$ cat config.mk
export PLATFORM = sky130hd
export DESIGN_NAME = elevator_actuator_flat
export DESIGN_NICKNAME = d
export VERILOG_FILES = /design/src/rtl/elevator_actuator_pkg.sv /design/src/rtl/elevator_actuator_if.sv /design/src/rtl/elevator_actuator_pwm_gen.sv /design/src/rtl/elevator_actuator.sv /design/src/flat_wrapper.sv
export SDC_FILE = /design/constraint.sdc
export NUM_CORES = 1
export LEC_CHECK = 0
export BUFFER_PORTS_ARGS = -buffer_cell sky130_fd_sc_hd__buf_2
export CAP_MARGIN = 20
export CORE_MARGIN = 4
export CORE_UTILIZATION = 58
export CTS_BUF_LIST = sky130_fd_sc_hd__clkbuf_8
export DETAILED_ROUTE_END_ITERATION = 7
export PLACE_DENSITY = 0.78
export SLEW_MARGIN = 20
export SYNTH_ARGS = -nofsm -noshare
export SYNTH_HDL_FRONTEND = slang
export SYNTH_SLANG_ARGS = --single-unit
$ cat constraint.sdc
create_clock -name clk -period 2.1 [get_ports clk]
set_input_delay 0 -clock clk [delete_from_list [all_inputs] [get_ports clk]]
set_output_delay 0 -clock clk [all_outputs]
set_load 0.01 [all_outputs]
$ cat src/rtl/elevator_actuator_pkg.sv
// Shared encodings for the elevator controller and its actuator stage.
package elevator_pkg;

    localparam logic [1:0] SPD_STOP = 2'b00;
    localparam logic [1:0] SPD_25   = 2'b01;
    localparam logic [1:0] SPD_50   = 2'b10;
    localparam logic [1:0] SPD_75   = 2'b11;

    localparam logic MOT_HOIST = 1'b0;
    localparam logic MOT_DOOR  = 1'b1;
    localparam logic DIR_DOWN  = 1'b0;
    localparam logic DIR_UP    = 1'b1;
    localparam logic DIR_CLOSE = 1'b0;
    localparam logic DIR_OPEN  = 1'b1;

    typedef enum logic [2:0] {
        ST_IDLE,
        ST_DEAD,
        ST_HOIST,
        ST_OPENING,
        ST_DWELL,
        ST_OPEN_WAIT,
        ST_CLOSING
    } act_state_e;

    typedef struct packed {
        logic       m;
        logic       d;
        logic [1:0] spd;
        logic       s;
    } cmd_t;

    // High time in clocks for a speed code: period * k / 4.
    function automatic int unsigned duty_of(int unsigned period, logic [1:0] spd);
        return (period / 4) * 32'(spd);
    endfunction

endpackage

$ cat src/rtl/elevator_actuator_if.sv
// Command inputs and drive outputs between the controller and the actuator.
interface elevator_actuator_if;
    logic m;
    logic d;
    logic p;
    logic w;
    logic s;
    logic hoist_up;
    logic hoist_dn;
    logic door_opn;
    logic door_cls;
    logic buzzer;
    logic r;

    modport master (output m, d, p, w, s,
                    input  hoist_up, hoist_dn, door_opn, door_cls, buzzer, r);
    modport slave  (input  m, d, p, w, s,
                    output hoist_up, hoist_dn, door_opn, door_cls, buzzer, r);
endinterface

$ cat src/rtl/elevator_actuator_pwm_gen.sv
// Free-running PWM counter; duty changes only at a wrap or on clear, so no runt pulses.
module pwm_gen
    import elevator_pkg::*;
#(
    parameter int unsigned PERIOD = 100
) (
    input  logic       clk,
    input  logic       rst_n,
    input  logic       clr,
    input  logic [1:0] spd,
    output logic       pwm_c
);
    localparam int unsigned CW = $clog2(PERIOD);

    logic [CW-1:0] cnt;
    logic [CW-1:0] duty;
    logic          wrap;

    assign wrap = (cnt == CW'(PERIOD - 1));

    always_ff @(posedge clk or negedge rst_n) begin
        if (!rst_n) begin
            cnt  <= '0;
            duty <= '0;
        end else if (clr) begin
            cnt  <= '0;
            duty <= CW'(duty_of(PERIOD, spd));
        end else begin
            cnt <= wrap ? '0 : cnt + CW'(1);
            if (wrap) duty <= CW'(duty_of(PERIOD, spd));
        end
    end

    assign pwm_c = (cnt < duty);
endmodule

$ cat src/rtl/elevator_actuator.sv
// Turns controller motor/speed/door codes into gated PWM drives with dead time and door timing.
module elevator_actuator
    import elevator_pkg::*;
#(
    parameter int unsigned PWM_PERIOD       = 100,
    parameter int unsigned DEAD_CYCLES      = 8,
    parameter int unsigned DOOR_MOVE_CYCLES = 2000,
    parameter int unsigned DWELL_CYCLES     = 5000,
    parameter int unsigned BEEP_CYCLES      = 500
) (
    input  logic               clk,
    input  logic               rst_n,
    elevator_actuator_if.slave bus
);
    localparam int unsigned DEAD_W  = $clog2(DEAD_CYCLES + 1);
    localparam int unsigned MOVE_W  = $clog2(DOOR_MOVE_CYCLES + 1);
    localparam int unsigned DWELL_W = $clog2(DWELL_CYCLES + 1);
    localparam int unsigned BEEP_W  = $clog2(BEEP_CYCLES + 1);

    cmd_t               cmd_q;
    act_state_e         state, state_nx, tgt, tgt_nx, go_tgt;
    logic               hdir, hdir_nx, go_dead;
    logic [1:0]         spd_l, spd_l_nx, door_spd, pwm_spd;
    logic [DEAD_W-1:0]  dead_cnt, dead_nx;
    logic [MOVE_W-1:0]  move_cnt, move_nx;
    logic [DWELL_W-1:0] dwell_cnt, dwell_nx;
    logic [BEEP_W-1:0]  beep_cnt;
    logic               hoist_cmd, open_cmd, close_cmd, pwm_c;

    always_ff @(posedge clk or negedge rst_n) begin
        if (!rst_n) cmd_q <= '0;
        else        cmd_q <= cmd_t'({bus.m, bus.d, bus.p, bus.w, bus.s});
    end

    assign hoist_cmd = (cmd_q.m == MOT_HOIST) && (cmd_q.spd != SPD_STOP);
    assign open_cmd  = (cmd_q.m == MOT_DOOR) && (cmd_q.d == DIR_OPEN);
    assign close_cmd = (cmd_q.m == MOT_DOOR) && (cmd_q.d == DIR_CLOSE);
    assign door_spd  = (cmd_q.spd == SPD_STOP) ? SPD_25 : cmd_q.spd;

    always_ff @(posedge clk or negedge rst_n) begin
        if (!rst_n) begin
            state     <= ST_IDLE;
            tgt       <= ST_IDLE;
            hdir      <= 1'b0;
            spd_l     <= SPD_STOP;
            dead_cnt  <= '0;
            move_cnt  <= '0;
            dwell_cnt <= '0;
        end else begin
            state     <= state_nx;
            tgt       <= tgt_nx;
            hdir      <= hdir_nx;
            spd_l     <= spd_l_nx;
            dead_cnt  <= dead_nx;
            move_cnt  <= move_nx;
            dwell_cnt <= dwell_nx;
        end
    end

    always_comb begin
        state_nx = state;
        tgt_nx   = tgt;
        hdir_nx  = hdir;
        spd_l_nx = spd_l;
        dead_nx  = dead_cnt;
        move_nx  = move_cnt;
        dwell_nx = dwell_cnt;
        go_dead  = 1'b0;
        go_tgt   = ST_HOIST;
        case (state)
            ST_IDLE: begin
                if (hoist_cmd) begin
                    go_dead = 1'b1;
                    go_tgt  = ST_HOIST;
                end else if (open_cmd) begin
                    go_dead = 1'b1;
                    go_tgt  = ST_OPENING;
                end else if (close_cmd) begin
                    go_dead = 1'b1;
                    go_tgt  = ST_CLOSING;
                end
            end
            ST_DEAD: begin
                if (dead_cnt == DEAD_W'(DEAD_CYCLES - 1)) begin
                    state_nx = tgt;
                    move_nx  = '0;
                end else begin
                    dead_nx = dead_cnt + DEAD_W'(1);
                end
            end
            ST_HOIST: begin
                if (cmd_q.m == MOT_DOOR) begin
                    go_dead = 1'b1;
                    go_tgt  = (cmd_q.d == DIR_OPEN) ? ST_OPENING : ST_CLOSING;
                end else if (cmd_q.spd == SPD_STOP) begin
                    state_nx = ST_IDLE;
                end else if (cmd_q.d != hdir) begin
                    go_dead = 1'b1;
                    go_tgt  = ST_HOIST;
                end
            end
            ST_OPENING: begin
                if (close_cmd) begin
                    go_dead = 1'b1;
                    go_tgt  = ST_CLOSING;
                end else if (move_cnt == MOVE_W'(DOOR_MOVE_CYCLES - 1)) begin
                    state_nx = ST_DWELL;
                    dwell_nx = '0;
                end else begin
                    move_nx = move_cnt + MOVE_W'(1);
                end
            end
            ST_DWELL: begin
                if (open_cmd) begin
                    dwell_nx = '0;
                end else if (dwell_cnt == DWELL_W'(DWELL_CYCLES - 1)) begin
                    state_nx = ST_OPEN_WAIT;
                end else begin
                    dwell_nx = dwell_cnt + DWELL_W'(1);
                end
            end
            ST_OPEN_WAIT: begin
                if (close_cmd) begin
                    go_dead = 1'b1;
                    go_tgt  = ST_CLOSING;
                end else if (open_cmd) begin
                    state_nx = ST_DWELL;
                    dwell_nx = '0;
                end
            end
            ST_CLOSING: begin
                if (open_cmd) begin
                    go_dead = 1'b1;
                    go_tgt  = ST_OPENING;
                end else if (move_cnt == MOVE_W'(DOOR_MOVE_CYCLES - 1)) begin
                    state_nx = ST_IDLE;
                end else begin
                    move_nx = move_cnt + MOVE_W'(1);
                end
            end
            default: state_nx = ST_IDLE;
        endcase
        // Every accepted command passes through DEAD with its target and speed latched.
        if (go_dead) begin
            state_nx = ST_DEAD;
            tgt_nx   = go_tgt;
            dead_nx  = '0;
            if (go_tgt == ST_HOIST) begin
                hdir_nx  = cmd_q.d;
                spd_l_nx = cmd_q.spd;
            end else begin
                spd_l_nx = door_spd;
            end
        end
    end

    always_ff @(posedge clk or negedge rst_n) begin
        if (!rst_n)              beep_cnt <= '0;
        else if (cmd_q.s)        beep_cnt <= BEEP_W'(BEEP_CYCLES);
        else if (beep_cnt != '0) beep_cnt <= beep_cnt - BEEP_W'(1);
    end

    assign pwm_spd = (state == ST_HOIST) ? cmd_q.spd : spd_l;

    pwm_gen #(.PERIOD(PWM_PERIOD)) u_pwm (
        .clk   (clk),
        .rst_n (rst_n),
        .clr   (state == ST_DEAD),
        .spd   (pwm_spd),
        .pwm_c (pwm_c)
    );

    assign bus.hoist_up = (state == ST_HOIST) && (hdir == DIR_UP) && pwm_c;
    assign bus.hoist_dn = (state == ST_HOIST) && (hdir == DIR_DOWN) && pwm_c;
    assign bus.door_opn = (state == ST_OPENING) && pwm_c;
    assign bus.door_cls = (state == ST_CLOSING) && pwm_c;
    assign bus.buzzer   = (beep_cnt != '0);
    assign bus.r        = (state == ST_OPEN_WAIT);
endmodule

$ cat src/flat_wrapper.sv
// flat-port wrapper written by rule: the top's interface ports become plain ports
module elevator_actuator_flat import elevator_pkg::*;
#(
    parameter int unsigned PWM_PERIOD       = 100,
    parameter int unsigned DEAD_CYCLES      = 8,
    parameter int unsigned DOOR_MOVE_CYCLES = 2000,
    parameter int unsigned DWELL_CYCLES     = 5000,
    parameter int unsigned BEEP_CYCLES      = 500
)
  (clk, rst_n, bus_m, bus_d, bus_p, bus_w, bus_s, bus_hoist_up, bus_hoist_dn, bus_door_opn, bus_door_cls, bus_buzzer, bus_r);
  elevator_actuator_if bus_i ();
  input  logic clk;
  input  logic rst_n;
  input wire logic [$bits(bus_i.m)-1:0] bus_m;
  input wire logic [$bits(bus_i.d)-1:0] bus_d;
  input wire logic [$bits(bus_i.p)-1:0] bus_p;
  input wire logic [$bits(bus_i.w)-1:0] bus_w;
  input wire logic [$bits(bus_i.s)-1:0] bus_s;
  output wire logic [$bits(bus_i.hoist_up)-1:0] bus_hoist_up;
  output wire logic [$bits(bus_i.hoist_dn)-1:0] bus_hoist_dn;
  output wire logic [$bits(bus_i.door_opn)-1:0] bus_door_opn;
  output wire logic [$bits(bus_i.door_cls)-1:0] bus_door_cls;
  output wire logic [$bits(bus_i.buzzer)-1:0] bus_buzzer;
  output wire logic [$bits(bus_i.r)-1:0] bus_r;
  assign bus_i.m = bus_m;
  assign bus_i.d = bus_d;
  assign bus_i.p = bus_p;
  assign bus_i.w = bus_w;
  assign bus_i.s = bus_s;
  assign bus_hoist_up = bus_i.hoist_up;
  assign bus_hoist_dn = bus_i.hoist_dn;
  assign bus_door_opn = bus_i.door_opn;
  assign bus_door_cls = bus_i.door_cls;
  assign bus_buzzer = bus_i.buzzer;
  assign bus_r = bus_i.r;
  elevator_actuator #(.PWM_PERIOD(PWM_PERIOD), .DEAD_CYCLES(DEAD_CYCLES), .DOOR_MOVE_CYCLES(DOOR_MOVE_CYCLES), .DWELL_CYCLES(DWELL_CYCLES), .BEEP_CYCLES(BEEP_CYCLES)) u_core (.clk(clk), .rst_n(rst_n), .bus(bus_i));
endmodule
==> reports/results.ini, run 1 <==
[timing]
slew_violations=0
max_slew_margin_pct=63.81
fin_hold_ws_ps=228.6
worstMarginPinSlew_ps=541.2
post-route-worst-setup-slack_ps=-57.98
period_needed_ps=2158
hold_violations=0
finalCritPeriodShare_pct=102.8
setup_violations=5
fmax_mhz=463.4
grt_setup_unrepaired=yes
skew_ps=9.362

[detailed_routing]
via_per_inst=6.066
drt_iter0_markers=248
post_drt_wl_per_cell_um=16.27
drtAntennaViolNets=0
vias=3015
wirelength_um=8086
dr.pass1.iters=5
drc=0

[floorplan]
die_height_um=85.48
coreArea_um2=5675
die_w_um=85.48
dieArea_um2=7307
ios=13
initial_utilization_pct=61.35
rows=27

[power_and_ir_drop]
p_leak_nw=1.895
power_density_nw_per_um2=1031
max-vdd-ir-drop_mv=0.7803

[job]
cap_viol_max_count=0

[grt]
grt_pass1_vias=2956
grt_pass1_wl_um=13570
grt.overflow.total=0
track_usage_pct=22.95
grt_max_degree=64
antenna_found_initial=0

[yosys]
ys_types=60
synthMuxAreaShare_pct=1.868
syn_area_um2=3482
synth.avg_cell_area_um2=9.646
syn_nets=380
synth_seq_area_share_pct=45.27
synth_fa_ha_area_share_pct=4.312
yosysTopAreaCellShare_pct=45.27
yosys.area_share.simple_pct=21.06
ys_warn_count=0
synth_ff_type=dfrtp_1
synth_compound_area_share_pct=19.19
synth_top_area_cell=dfrtp_1
synthCells=361
ys_ff_latch=63
synth_enable_flop_cells=0
synth_xor_area_share_pct=4.276
async_flop_share_pct=100.0
synth_area_leaders=dfrtp_1, ha_1, nor2_1, o31ai_1, nand2_1
synth_top_family_by_area=simple AND/OR/NAND/NOR gates

[final_layout]
fin_util_pct=76.17
drive_above_1_share_pct=26.59
area_growth_pct=24.15
fin_nets=439
diodes=0

[critical_path]
cp_data_required_time_ps=2340
end_kind=flop
arrival_ps=2400
critPathKind=reg2reg
startpoint_type=flop
cp_max_fo=2

[placement]
pre_cts_ws_ps=-59.91
routabilityCongestion=0.8883
io_buffers=12
dp_hpwl_um=5240

[clock_network]
cts_tree=built
insertion_delay_ps=350
clock_path_buffers=2
clock_sinks=63
cts_root_buf=clkbuf_8
clk_pin_slew_ps=70
htree_levels=3
cts_buffers=9

[min_path]
holdCritPathClass=in2async

[outcome]
status=complete, but fails checks
violations=negative setup slack

## cells in the final DEF, fill, tap and decap left out, drive strengths merged, types with 7 or more instances in the layout
master / netlist / layout
o21ai: 17 / 17
dfrtp: 63 / 63
ha: 12 / 12
nand4: 8 / 8
nor3: 8 / 8
nand3: 20 / 20
nand2: 28 / 28
o31ai: 21 / 21
nor2: 32 / 32
or3: 9 / 10
xor2: 12 / 12
inv: 20 / 22
clkbuf: 9 / 10
buf: 5 / 55
a21oi: 18 / 18
nand2b: 7 / 7
## final timing paths
path                                           from                  end  slack [ps]  depth (start not counted)
worst max register to register  u_core.dwell_cnt[4]      u_core.state[2]         -60                          5
worst max-delay path            u_core.dwell_cnt[4]      u_core.state[2]         -60                          5
min in group clk                              bus_m      u_core.cmd_q[4]         290                          2
worst min-delay path                          rst_n  u_core.u_pwm.cnt[4]         230                          3
worst min register to register      u_core.cmd_q[0]   u_core.beep_cnt[0]         490                          1
max in group asynchronous                     rst_n   u_core.beep_cnt[1]        1600                          3
## critical path, cell delays in order (launching register included)
cell and delay (ps):
dfrtp_1 380, or4b_1 510, or4_4 530, o22ai_4 190, o2111ai_2 150, a32o_1 280
## where the power goes
part / internal [mW] / switching, mW
Combinational: 0.774 / 1.04
Sequential: 1.43 / 0.184
Clock: 0.565 / 0.463
## cells in the mapped netlist (all sizes together), types with 9 or more instances
library cell   n
nand2         28
nor2          32
o21ai         17
or3            9
dfrtp         63
inv           20
o31ai         21
xor2          12
clkbuf         9
a21oi         18
nand3         20
ha            12
## kinds of logic (layout without fill, tap and decap cells)
family | count (synthesis) | count (layout)
flops | 63 | 63
xor+xnor | 17 | 17
buf+inv | 34 | 97
simple gates | 141 | 142
mux | 6 | 6
fa+ha+maj | 12 | 12
compound gates | 88 | 88
## sequential cells by signal, indices dropped and copies added, names as in the netlist
signal	flops
u_core.state	3
u_core.cmd_q	5
u_core.u_pwm.cnt	7
u_core.spd_l	2
u_core.move_cnt	11
u_core.hdir	1
u_core.tgt	3
u_core.u_pwm.duty	5
u_core.beep_cnt	9
u_core.dead_cnt	4
u_core.dwell_cnt	13
## repair_timing
action,4_1_cts,5_1_grt
pin swaps,5,7
hold buffers,6,0
setup buffers,4,1
gates cloned,0,2
endpoints found under the hold margin,68,0
setup endpoints to repair,15,20
resized for setup,7,25
## layer usage
| layer | wire, um | GRT usage (%) | share of wire (%) | vias up |
|---|---|---|---|---|
| li1 | - | - | - | 1433 |
| met5 | 0 | 0 | 0 | - |
| met1 | 3585 | 30.07 | 44 | 1478 |
| met4 | 104 | 8.633 | 1.3 | 0 |
| met3 | 349 | 5.146 | 4.3 | 13 |
| met2 | 4046 | 37.08 | 50 | 91 |
## stage by stage
stage / instance area, um2 / cells / TNS, ps / total power, mW
final: 4323 / 497 / -72.35 / 4.456
after global routing: 4323 / 497 / -804.1 / 4.728
after CTS: 4204 / 495 / -11.44 / 4.345
after detailed placement: 3889 / 469 / -470.1 / 3.258
after global placement: 3889 / 469 / -22.63 / 3.184
after floorplan: 3500 / 361 / -448.9 / 2.687
## area by class of cell
cell class,instances,area [um2]
sequential,63,1577
tap,72,90.09
clock buffer,10,137.6
multi-input combinational,265,1924
timing repair buffer,61,466.7
fill,400,1353
inverter,20,75.07
clock inverter,6,52.55
Note: power is estimated with default switching activity, not from simulation.
==> run 2: changes to the inputs <==
--- a/config.mk
+++ b/config.mk
@@ -13,4 +13,5 @@
 export DETAILED_ROUTE_END_ITERATION = 7
 export PLACE_DENSITY = 0.78
+export SETUP_SLACK_MARGIN = 0.05
 export SLEW_MARGIN = 20
 export SYNTH_ARGS = -nofsm -noshare
==> constraint.sdc (replaced) <==
create_clock -name clk -period 2.1 [get_ports clk]
set_input_delay 0.21 -clock clk [delete_from_list [all_inputs] [get_ports clk]]
set_output_delay 0.21 -clock clk [all_outputs]
set_load 0.01 [all_outputs]
==> run 2 against run 1 <==
The run still ends with negative setup slack left. Combinational power increased by 5%. Fmax down 5.2%. Sequential share of layout area down 1.6 points. Clock skew is essentially flat. Wire length rose by 2.1%. First-iteration DRC count fell by 17%. Clock-buffer cell count stayed put. Worst hold slack improved by 200 ps. Critical path type is now reg2out. Highest routed layer unchanged.
==> reports/results.ini, run 2 (same netlist as run 1, synthesis figures left out) <==
[timing]
finalCritPeriodShare_pct=108.4  ; +5.7 points
skew_ps=9.127  ; -0.2347 ps
slew_violations=0  ; unchanged
hold_violations=0  ; unchanged
period_needed_ps=2277  ; +118.8 ps
post-route-worst-setup-slack_ps=-176.7  ; -118.8 ps
setup_violations=15  ; +10
max_slew_margin_pct=56.18  ; -7.6 points
worstMarginPinSlew_ps=657.2  ; +116.1 ps
fmax_mhz=439.2  ; -5.2%
grt_setup_unrepaired=yes

[power_and_ir_drop]
combPwrFrac_pct=40.2  ; -0.5 points
p_int_mw=2.979  ; +7.6%
p_leak_nw=1.981  ; +4.5%
pwr-share-seq_pct=34.6  ; -1.6 points
max-vdd-ir-drop_mv=0.7584  ; -2.8%
clkPwrFrac_pct=25.3  ; +2.2 points
power_density_nw_per_um2=1045  ; +1.4%
power.switching_mw=1.756  ; +4.0%
p_sw_share_pct=37.09  ; -0.79 points

[floorplan]
initial_utilization_pct=61.35  ; unchanged
die_w_um=85.48  ; unchanged
coreArea_um2=5675  ; unchanged
rows=27  ; unchanged
die_height_um=85.48  ; unchanged
ios=13  ; unchanged
dieArea_um2=7307  ; unchanged

[grt]
track_usage_pct=23.55  ; +0.60 points
grt_pass1_wl_um=13770  ; +1.4%
grt_max_degree=38  ; -41%
grt.overflow.total=0  ; unchanged
grt_pass1_vias=2995  ; +1.3%
antenna_found_initial=0  ; unchanged

[final_layout]
area_growth_pct=30.11
final_common_cell=dfrtp_1
top_regs=u_core.dwell_cnt x13, u_core.move_cnt x11, u_core.beep_cnt x9
fin_nets=451  ; +2.7%
layout_common_cells=dfrtp_1, buf_4, nor2_1
fin_cells=509  ; +2.4%
diodes=0  ; unchanged
largest-register=u_core.dwell_cnt
largest_register_ffs=13  ; unchanged
fin_util_pct=79.83  ; +3.7 points
drive_above_1_share_pct=31.12  ; +4.5 points

[job]
cap_viol_max_count=0  ; unchanged

[critical_path]
cp_data_required_time_ps=1890  ; -450 ps
slowest_delay_ps=390  ; -140 ps
cpMaxStageDelayCell=dfrtp_1
path_cells=ha_1 > a211o_1 > a21oi_2 > o21ai_2 > a2111oi_4 > buf_2
startpoint_type=flop
end_kind=primary output
critPathKind=reg2out
arrival_ps=2070  ; -330 ps
cp_top_family=compound AO/OA/AOI/OAI gates
cp_max_fo=2  ; unchanged
crit_buf_inv=1  ; +1

[clock_network]
cts_tree=built
htree_levels=3  ; unchanged
clk_pin_slew_ps=80  ; about the same
cts_root_buf=clkbuf_8
insertion_delay_ps=350  ; about the same
clock_sinks=63  ; unchanged
cts_buffers=9  ; unchanged
clock_path_buffers=2  ; unchanged

[outcome]
violations=negative setup slack
status=complete, but fails checks

[detailed_routing]
vias=3049  ; +1.1%
drtAntennaViolNets=0  ; unchanged
wirelength_um=8256  ; +2.1%
drc=0  ; unchanged
via_per_inst=5.990  ; -1.3%
post_drt_wl_per_cell_um=16.22  ; -0.30%
drt_iter0_markers=205  ; -17%
dr.pass1.iters=4  ; -1

[placement]
routabilityCongestion=0.8763  ; -1.4%
pre_cts_ws_ps=-15.66  ; +44.25 ps
dp_hpwl_um=5398  ; +3.0%
place_inst=477  ; +1.7%
io_buffers=12  ; unchanged

[min_path]
holdCritPathClass=in2async

[run 2: layer usage]
metal / track usage (%) / vias to the layer above / share of wire [%]
met5: 0 / - / 0
met4: 9.209 / 0 / 1.9
met3: 4.175 / 17 / 4.3
met2: 39.34 / 80 / 51
met1: 30.35 / 1491 / 43
li1: - / 1461 / -
[run 2: final timing paths]
| path | from | end | slack [ps] | depth (start not counted) |
|---|---|---|---|---|
| hold reg to reg | u_core.tgt[1] | u_core.tgt[1] | 470 | 1 |
| min in group clk | u_core.tgt[1] | u_core.tgt[1] | 470 | 1 |
| setup / recovery | u_core.u_pwm.cnt[1] | bus_hoist_dn | -180 | 6 |
| hold / removal | rst_n | u_core.move_cnt[4] | 420 | 2 |
| setup reg to reg | u_core.dwell_cnt[6] | u_core.dwell_cnt[3] | -90 | 6 |
| max in group asynchronous | rst_n | u_core.state[1] | 1040 | 3 |
[run 2: metrics by stage]
step                      instance area (um2)  hold WS, ps  power [mW]  TNS (ps)
after floorplan                          3501       -85.59       2.689    -448.9
after global placement                   3938        259.7       3.221         0
after detailed placement                 3938        269.8       3.293    -40.26
after CTS                                4392        434.2       4.615    -740.8
after global routing                     4531        489.4       5.028     -1671
final                                    4531        424.8       4.735     -1164
[run 2: power by group through the flow]
stage          Combinational (mW)  Sequential [mW]  Clock [mW]
4_1_cts                      1.78             1.62        1.21
3_3_place_gp                 1.59             1.63           0
3_5_place_dp                 1.66             1.64           0
6_report                     1.90             1.64        1.20
5_1_grt                      2.09             1.66        1.28
2_1_floorplan                1.12             1.57           0
[run 2: final cells by class]
class                           count  area [um2]
Timing Repair Buffer               74       581.8
Sequential cell                    63        1579
Fill cell                         336        1145
Clock buffer                       10       137.6
Multi-Input combinational cell    264        1973
Tap cell                           72       90.09
Clock inverter                      6       93.84
Inverter                           20       75.07
[run 2: what timing repair did]
| item | CTS | global route |
|---|---|---|
| setup buffers | 6 | 3 |
| endpoints found under the setup margin | 23 | 24 |
| resized for setup | 24 | 21 |
| hold endpoints to repair | 31 | 0 |
| pin swaps | 13 | 9 |
| hold buffers | 6 | 0 |
| gates cloned | 1 | 0 |
==> run 3: changes to the inputs <==
==> constraint.sdc (replaced) <==
create_clock -name clk -period 2.1 [get_ports clk]
set_input_delay 0.105 -clock clk [delete_from_list [all_inputs] [get_ports clk]]
set_output_delay 0.105 -clock clk [all_outputs]
set_load 0.01 [all_outputs]
==> run 3 against run 2 <==
The flow still finishes with violations (negative setup slack). Sequential cell count unchanged. Clock power is 23% lower. Clock-buffer cell count did not move. Die area unchanged. Critical endpoint unchanged. Highest routed layer unchanged.
==> reports/results.ini, run 3 (same netlist as run 1, synthesis figures left out) <==
[floorplan]
die_height_um=85.48  ; unchanged
coreArea_um2=5675  ; unchanged
initial_utilization_pct=61.35  ; unchanged
ios=13  ; unchanged
dieArea_um2=7307  ; unchanged
die_w_um=85.48  ; unchanged
rows=27  ; unchanged

[critical_path]
startpoint_type=flop
arrival_ps=2070  ; about the same
slowest_delay_ps=400  ; about the same
critPathLaunch=u_core.u_pwm.cnt[1]
cp_max_fo=2  ; unchanged
critPathKind=reg2out
end_kind=primary output
cp_data_required_time_ps=2000  ; +110 ps
path_cells=ha_1 > a211o_1 > a21oi_2 > o21ai_1 > a2111oi_1 > buf_2
cp_num_cells=6  ; unchanged
crit_buf_inv=1  ; unchanged
cp_top_family=compound AO/OA/AOI/OAI gates
cpMaxStageDelayCell=dfrtp_1
rr_startpoint=u_core.move_cnt[4]
reg2regPathDepth=6  ; unchanged

[detailed_routing]
vias=3066  ; +0.56%
post_drt_wl_per_cell_um=16.98  ; +4.7%
via_per_inst=6.083  ; +1.6%
drt_iter0_markers=197  ; -3.9%
drc=0  ; unchanged
drtAntennaViolNets=0  ; unchanged
dr.pass1.iters=4  ; unchanged
wirelength_um=8559  ; +3.7%

[placement]
routabilityCongestion=0.8621  ; -1.6%
io_buffers=12  ; unchanged
dp_hpwl_um=5298  ; -1.8%
place_inst=471  ; -1.3%

[final_layout]
largest_register_ffs=13  ; unchanged
fin_nets=447  ; -0.89%
fill_cells=357  ; +6.3%
layout_common_cells=dfrtp_1, buf_4, nor2_1
fin_cells=504  ; -0.98%
area_growth_pct=29.68
largest-register=u_core.dwell_cnt
drive_above_1_share_pct=30.32  ; -0.80 points
fin_util_pct=79.56  ; -0.26 points
top_regs=u_core.dwell_cnt x13, u_core.move_cnt x11, u_core.beep_cnt x9
final_common_cell=dfrtp_1
diodes=0  ; unchanged

[clock_network]
cts_buffers=9  ; unchanged
cts_root_buf=clkbuf_8
cts_tree=built
clk_pin_slew_ps=80  ; about the same
htree_levels=3  ; unchanged
clock_path_buffers=2  ; unchanged
clock_sinks=63  ; unchanged
insertion_delay_ps=340  ; about the same

[grt]
grt_pass1_vias=2984  ; -0.37%
grt.overflow.total=0  ; unchanged
track_usage_pct=23.97  ; +0.42 points
grt_pass1_wl_um=14080  ; +2.3%
grt_max_degree=30  ; -21%
antenna_found_initial=0  ; unchanged

[outcome]
status=complete, but fails checks
violations=negative setup slack

[min_path]
holdCritPathClass=in2async

[power_and_ir_drop]
p_leak_nw=1.945  ; -1.8%
power_density_nw_per_um2=986.6  ; -5.6%
max-vdd-ir-drop_mv=0.6250  ; -18%

[job]
cap_viol_max_count=0  ; unchanged

[timing]
skew_ps=10.84  ; +1.717 ps
max_slew_margin_pct=53.46  ; -2.7 points
period_needed_ps=2175  ; -101.4 ps
setup_violations=14  ; -1
post-route-worst-setup-slack_ps=-75.30  ; +101.4 ps
hold_violations=0  ; unchanged
fmax_mhz=459.7  ; +4.7%
slew_violations=0  ; unchanged
worstMarginPinSlew_ps=696.0  ; +38.77 ps
fin_setup_tns_ps=-425.1  ; +739.3 ps
fin_hold_ws_ps=323.0  ; -101.8 ps
grt_setup_unrepaired=yes
finalCritPeriodShare_pct=103.6  ; -4.8 points

==> run 3: cell types whose count changed in the layout (fill, tap and decap cells not counted), sizes merged <==
cell | previous run | this run
inv | 20 | 21
bufinv | 2 | 0
buf | 68 | 64
==> run 3: cell type report <==
class                      instances  area, um2  area share [%]
tap                               72      90.09           1.995
timing repair buffer              70      579.3           12.83
clock buffer                      10      137.6           3.048
clock inverter                     5      26.28          0.5819
inverter                          20      75.07           1.663
multi-input combinational        264       2029           44.94
sequential                        63       1578           34.94
==> run 3: path summary, 6_finish.rpt <==
path | end | slack (ps)
setup / recovery | bus_hoist_dn | -80
hold / removal | u_core.u_pwm.cnt[5] | 320
setup reg to reg | u_core.dwell_cnt[11] | -70
hold reg to reg | u_core.beep_cnt[0] | 490
max in group asynchronous | u_core.state[2] | 1020
min in group clk | u_core.cmd_q[0] | 420
==> run 3: power by group <==
group          leakage, nW  switching [mW]  internal [mW]
Clock               0.0891           0.484          0.444
Sequential           0.796           0.179           1.43
Combinational         1.06            1.09          0.827
==> run 3: metrics by stage <==
| step | power [mW] | cell area, um2 | setup slack, ps |
|---|---|---|---|
| finish | 4.455 | 4516 | -75.30 |
| global route | 4.743 | 4516 | -162.6 |
| CTS | 4.306 | 4363 | -103.8 |
| detailed placement | 3.238 | 3891 | -34.05 |
| global placement | 3.168 | 3891 | 0.5174 |
| floorplan | 2.687 | 3500 | -46.27 |
==> run 3: what timing repair did <==
action	4_1_cts	5_1_grt
endpoints found under the setup margin	22	25
setup buffers	6	4
pin swaps	19	12
gates cloned	2	0
hold buffers	6	0
endpoints found under the hold margin	32	0
gates resized for setup	35	21
==> run 3: per-layer routing <==
metal | vias to the layer above | part of all wire (%) | track usage [%]
met4 | 0 | 1.9 | 8.489
met1 | 1523 | 44 | 32.57
met5 | - | 0 | 0
met3 | 17 | 3.6 | 4.272
li1 | 1458 | - | -
met2 | 68 | 50 | 38.49
